===== src/rtl/uart_frame_rx.sv =====
// Frame deframer behind a FWFT UART receive FIFO: hunts SOF, buffers LEN payload bytes, checks
// length and checksum, and replays good payloads on a valid/ready byte stream.
module uart_frame_rx #(
  parameter logic [7:0]  SOF     = 8'h7E,
  parameter int unsigned MAX_LEN = 16,
  parameter int unsigned TIMEOUT = 20000
) (
  input  logic       clk,
  input  logic       reset,
  input  logic       rx_empty,
  input  logic [7:0] r_data,
  output logic       rd_uart,
  output logic [7:0] m_data,
  output logic       m_valid,
  output logic       m_last,
  input  logic       m_ready,
  output logic       frm_ok,
  output logic       frm_err,
  output logic [1:0] err_code,
  output logic [7:0] err_cnt
);

  localparam int unsigned IdxW  = $clog2(MAX_LEN + 1);
  localparam int unsigned AddrW = (MAX_LEN > 1) ? $clog2(MAX_LEN) : 1;
  localparam int unsigned TmrW  = $clog2(TIMEOUT + 1);

  localparam logic [8:0]      MaxLen  = 9'(MAX_LEN);
  localparam logic [TmrW-1:0] TmrLast = TmrW'(TIMEOUT - 1);
  localparam logic [IdxW-1:0] IdxOne  = IdxW'(1);

  typedef enum logic [2:0] {StIdle, StLen, StPayload, StChk, StOut} state_e;

  state_e          state_q, state_d;
  logic [IdxW-1:0] len_q, len_d;
  logic [IdxW-1:0] wr_idx_q, wr_idx_d;
  logic [IdxW-1:0] rd_idx_q, rd_idx_d;
  logic [7:0]      acc_q, acc_d;
  logic [TmrW-1:0] timer_q, timer_d;
  logic            frm_ok_d, frm_err_d;
  logic [1:0]      err_code_d;
  logic [7:0]      err_cnt_d;
  logic            mem_we;
  logic            err_set;
  logic [1:0]      err_val;
  logic [7:0]      mem_q [MAX_LEN];

  // No pops while draining a frame: the FIFO absorbs downstream backpressure.
  assign rd_uart = ~rx_empty & ~reset & (state_q != StOut);
  assign m_valid = (state_q == StOut);
  assign m_last  = m_valid & (rd_idx_q == len_q - IdxOne);
  assign m_data  = m_valid ? mem_q[rd_idx_q[AddrW-1:0]] : 8'h00;

  always_comb begin
    state_d    = state_q;
    len_d      = len_q;
    wr_idx_d   = wr_idx_q;
    rd_idx_d   = rd_idx_q;
    acc_d      = acc_q;
    timer_d    = timer_q;
    frm_ok_d   = 1'b0;
    frm_err_d  = 1'b0;
    err_code_d = err_code;
    err_cnt_d  = err_cnt;
    mem_we     = 1'b0;
    err_set    = 1'b0;
    err_val    = 2'b00;

    unique case (state_q)
      StIdle: begin
        timer_d = '0;
        if (rd_uart && (r_data == SOF)) begin
          acc_d   = 8'h00;
          state_d = StLen;
        end
      end
      StLen, StPayload, StChk: begin
        if (rd_uart) begin
          timer_d = '0;
          if (state_q == StLen) begin
            if ((r_data == 8'h00) || ({1'b0, r_data} > MaxLen)) begin
              err_set = 1'b1;
              err_val = 2'b01;
            end else begin
              len_d    = IdxW'(r_data);
              acc_d    = r_data;
              wr_idx_d = '0;
              state_d  = StPayload;
            end
          end else if (state_q == StPayload) begin
            mem_we   = 1'b1;
            acc_d    = acc_q + r_data;
            wr_idx_d = wr_idx_q + IdxOne;
            if (wr_idx_q + IdxOne == len_q) state_d = StChk;
          end else begin
            if (acc_q + r_data == 8'h00) begin
              frm_ok_d = 1'b1;
              rd_idx_d = '0;
              state_d  = StOut;
            end else begin
              err_set = 1'b1;
              err_val = 2'b10;
            end
          end
        end else if (timer_q == TmrLast) begin
          err_set = 1'b1;
          err_val = 2'b11;
        end else begin
          timer_d = timer_q + 1'b1;
        end
      end
      StOut: begin
        timer_d = '0;
        if (m_ready) begin
          if (rd_idx_q == len_q - IdxOne) state_d = StIdle;
          else rd_idx_d = rd_idx_q + IdxOne;
        end
      end
      default: state_d = StIdle;
    endcase

    if (err_set) begin
      frm_err_d  = 1'b1;
      err_code_d = err_val;
      if (err_cnt != 8'hFF) err_cnt_d = err_cnt + 8'h01;
      state_d    = StIdle;
    end
  end

  always_ff @(posedge clk) begin
    if (reset) begin
      state_q  <= StIdle;
      len_q    <= '0;
      wr_idx_q <= '0;
      rd_idx_q <= '0;
      acc_q    <= 8'h00;
      timer_q  <= '0;
      frm_ok   <= 1'b0;
      frm_err  <= 1'b0;
      err_code <= 2'b00;
      err_cnt  <= 8'h00;
    end else begin
      state_q  <= state_d;
      len_q    <= len_d;
      wr_idx_q <= wr_idx_d;
      rd_idx_q <= rd_idx_d;
      acc_q    <= acc_d;
      timer_q  <= timer_d;
      frm_ok   <= frm_ok_d;
      frm_err  <= frm_err_d;
      err_code <= err_code_d;
      err_cnt  <= err_cnt_d;
    end
  end

  always_ff @(posedge clk) begin
    if (mem_we) mem_q[wr_idx_q[AddrW-1:0]] <= r_data;
  end

endmodule


===== config.mk =====
export PLATFORM = sky130hd
export DESIGN_NAME = uart_frame_rx
export DESIGN_NICKNAME = d
export VERILOG_FILES = /design/src/rtl/uart_frame_rx.sv
export SDC_FILE = /design/constraint.sdc
export NUM_CORES = 1
export LEC_CHECK = 0
export ABC_AREA = 1
export BUFFER_PORTS_ARGS = -buffer_cell sky130_fd_sc_hd__buf_2
export CAP_MARGIN = 20
export CORE_UTILIZATION = 35
export CTS_CLUSTER_DIAMETER = 100
export DETAILED_ROUTE_END_ITERATION = 6
export MAX_ROUTING_LAYER = met4
export PLACE_DENSITY_LB_ADDON = 0.25
export SETUP_SLACK_MARGIN = 0.1
export SLEW_MARGIN = 20
export SYNTH_ARGS = -nofsm -noshare
export SYNTH_HDL_FRONTEND = slang
export SYNTH_SLANG_ARGS = --single-unit

===== constraint.sdc =====
create_clock -name clk -period 5.5 [get_ports clk]
set_clock_uncertainty 0.05 [all_clocks]
set_input_delay 1.65 -clock clk [delete_from_list [all_inputs] [get_ports clk]]
set_output_delay 1.65 -clock clk [all_outputs]
set_load 0.02 [all_outputs]

==> results.md <==
* TritonCTS clock tree: yes
* Number of global-route vias before repair at 6135
* Worst Path Max Fanout at 64
* Status: finished, final reports clean
* Synth Warn # at 0
* PD cells at 294 nW/µm²
* Row count at 56
* Mapped cell area at 8580 µm²
* Slew of the pin with the lowest slew margin at 0.941 ns
* GP Congestion at 0.789
* Syn nets at around 910
* Post-DP Area at 9100 µm²
* Gr ovfl total at 0
* Clock root buffer: clkbuf_16
* Number of flops mapped to enable cells by yosys at 128
* Post-DR vias/cell at about 5.2
* CP Launch Type: flip-flop
* N_diodes at 0
* Post-CTS Resized at 0
* I/O pin count at 35
* Via count at 6432
* P&R area growth vs syn at 13.1%
* Critical Path End: m_data[5]
* Finished Cell Area at 9700 µm²
* Layout cells sized above 1 at 0.122
* Drt first pass iters at 5
* Worst hold slack at 0.424 ns
* DRC errors left at 0
* Cell taking the most area after synthesis: edfxtp_1
* Full die area at 25100 µm²
* Gate count of the mapped netlist at 880
* Synth top area cells: edfxtp_1 (45%), dfxtp_1 (13%), nand2_1 (5.2%)
* Clock Latency Late Sink at 0.43 ns
* GRT Resource Usage Total at 0.180
* Post-DP HPWL at 13300 µm
* Most numerous cell in the Yosys netlist: edfxtp_1
* Yosys top cell area share at 0.448
* Post-synthesis sequential area ratio at 0.581
* Clock slew at reported path FFs at 0.07 ns
* Critical path data arrival time at 2.69 ns
* Hold buffer count at cts at 0
* Fin crit period at 4.39 ns
* Initial antenna violation count at 0
* Setup ws final at about 1.1 ns
* Pin count of the biggest net entering global routing at 65
* Pre-CTS setup slack at 1.17 ns
* Number of port buffers at 34
* Setup violators final at 0
* CP Capture Type: output pin
* WL/cell at 16.9 µm
* FILL cells at 2324
* Max Clk Rate at 0.228 GHz
* Die X at 159 µm
* H-Tree Depth at 4
* TritonCTS Buffers at 17
* Total negative slack at 0 ns
* Initial drt markers at 559
* Clock sink total at 185
* Final Hold Viols at 0
* Yosys cell types at 42
* Starting Density at 0.361
* Max-slew violation count at 0
* CP Class: flip-flop to output pin
* Critical path data required time at between 3 and 4 ns
* Core ar. at 23800 µm²
* Register bit total from synthesis at 185
* Die Y at 159 µm
* Nets at 939
* Post-Route WL at 21000 µm
* Syn Area/Cell at between 9 and 10 µm²
* Synth top cells by count: edfxtp_1 (128), nand2_1 (119), nor2_1 (117), o21ai_0 (83), a21oi_1 (64)
* Max clock buf depth at 2
* Max cap viols at 0
* Worst R2R Path Depth at 14
* FF-to-FF Start: acc_q[0]$_SDFFE_PP0P_
* Async set-reset flop share out of synthesis at 0
* Worst R2R Setup Slack at 2.94 ns
* Buffers inserted by post-CTS timing repair at 0
* Lkg Pwr at 3.40 nW
* Worst hold path type: flip-flop to flip-flop
* RSZ-0062 raised after global routing: false
* Final period utilization at 0.799
* Ys flop type: edfxtp_1
* Slew Limit Headroom at 0.372
* Worst IR Drop VDD at around 0.17 mV
* First-pass GRT wire length at ~33000 µm
* Final ANT Viol Nets at 0
-- worst min path at each step --
stage / startpoint / endpoint / slack [ns] / depth (start not counted)
after detailed placement: acc_q[3]$_SDFFE_PP0P_ / acc_q[3]$_SDFFE_PP0P_ / 0.42 / 2
after CTS: acc_q[3]$_SDFFE_PP0P_ / acc_q[3]$_SDFFE_PP0P_ / 0.43 / 2
after floorplan: timer_q[9]$_SDFFE_PP0P_ / timer_q[9]$_SDFFE_PP0P_ / 0.39 / 2
after global placement: acc_q[7]$_SDFFE_PP0P_ / acc_q[7]$_SDFFE_PP0P_ / 0.41 / 2
after global routing: acc_q[0]$_SDFFE_PP0P_ / acc_q[0]$_SDFFE_PP0P_ / 0.44 / 2
final: acc_q[3]$_SDFFE_PP0P_ / acc_q[3]$_SDFFE_PP0P_ / 0.42 / 2
-- critical path: stages, from the launching register on --
cell	delay [ns]
dfxtp_2	0.35
clkinv_2	0.66
o21ai_0	0.43
o22ai_1	0.18
o211ai_1	0.32
a21oi_1	0.10
buf_2	0.18
-- layout by cell type, fill, tap and decap left out, drive strengths merged --
cell type  instances
o21ai             90
clkinvlp           1
xor2              14
o22ai              8
a21oi             64
clkinv             7
nand4             23
o221ai            24
edfxtp           128
dfxtp             57
nor3              14
buf               44
a211oi             4
xnor2              6
nand3b             2
fa                 1
clkbuf            18
o211ai            11
bufinv             1
a221oi             1
or2                7
nand2            128
inv               74
ha                15
nand3             56
nor4               2
nor2             124
-- flip-flops by register name, indices dropped and copies added (netlist names), 2 cells and up, named ones only --
register and count:
acc_q 8, mem_q 128, err_cnt 8, rd_idx_q 5, len_q 5, wr_idx_q 5, state_q 3, timer_q 15
err_code 2
-- kinds of logic after synthesis --
kind of cell | count (synthesis) | synth area share
simple gates | 356 | 0.194
compound gates | 202 | 0.135
flops | 185 | 0.581
buf+inv | 101 | 0.0456
xor+xnor | 20 | 0.0204
fa+ha+maj | 16 | 0.0242
-- per-stage QoR --
| stage | utilization | power (mW) | cells |
|---|---|---|---|
| after detailed placement | 0.383 | 1.63 | 1211 |
| final | 0.408 | 2.85 | 1243 |
| after floorplan | - | 1.58 | 880 |
| after global placement | 0.383 | 1.63 | 1211 |
| after global routing | 0.408 | 2.93 | 1243 |
| after CTS | 0.408 | 2.87 | 1243 |
-- layer usage --
layer / vias up / global-route usage / part of all wire
met5: - / - / 0
met4: 0 / 0.0499 / 0.013
met3: 23 / 0.0354 / 0.045
met2: 156 / 0.284 / 0.46
met1: 3076 / 0.237 / 0.48
li1: 3177 / - / -
-- power breakdown --
part / total, mW / internal (mW) / switching (mW)
registers: 1.49 / 1.49 / 0.00207
clock network: 1.26 / 0.654 / 0.601
logic: 0.106 / 0.0262 / 0.0802
total: 2.85 / 2.17 / 0.683
-- cell type report --
cell class	instances	area, µm²	area share
Timing Repair Buffer	44	245	0.0253
Multi-Input combinational cell	594	3200	0.330
Inverter	69	263	0.0271
Clock buffer	18	429	0.0442
Sequential cell	185	4990	0.514
Clock inverter	14	175	0.0181
Tap cell	319	399	0.0411
No activity file was read; power rests on OpenSTA's default activity.
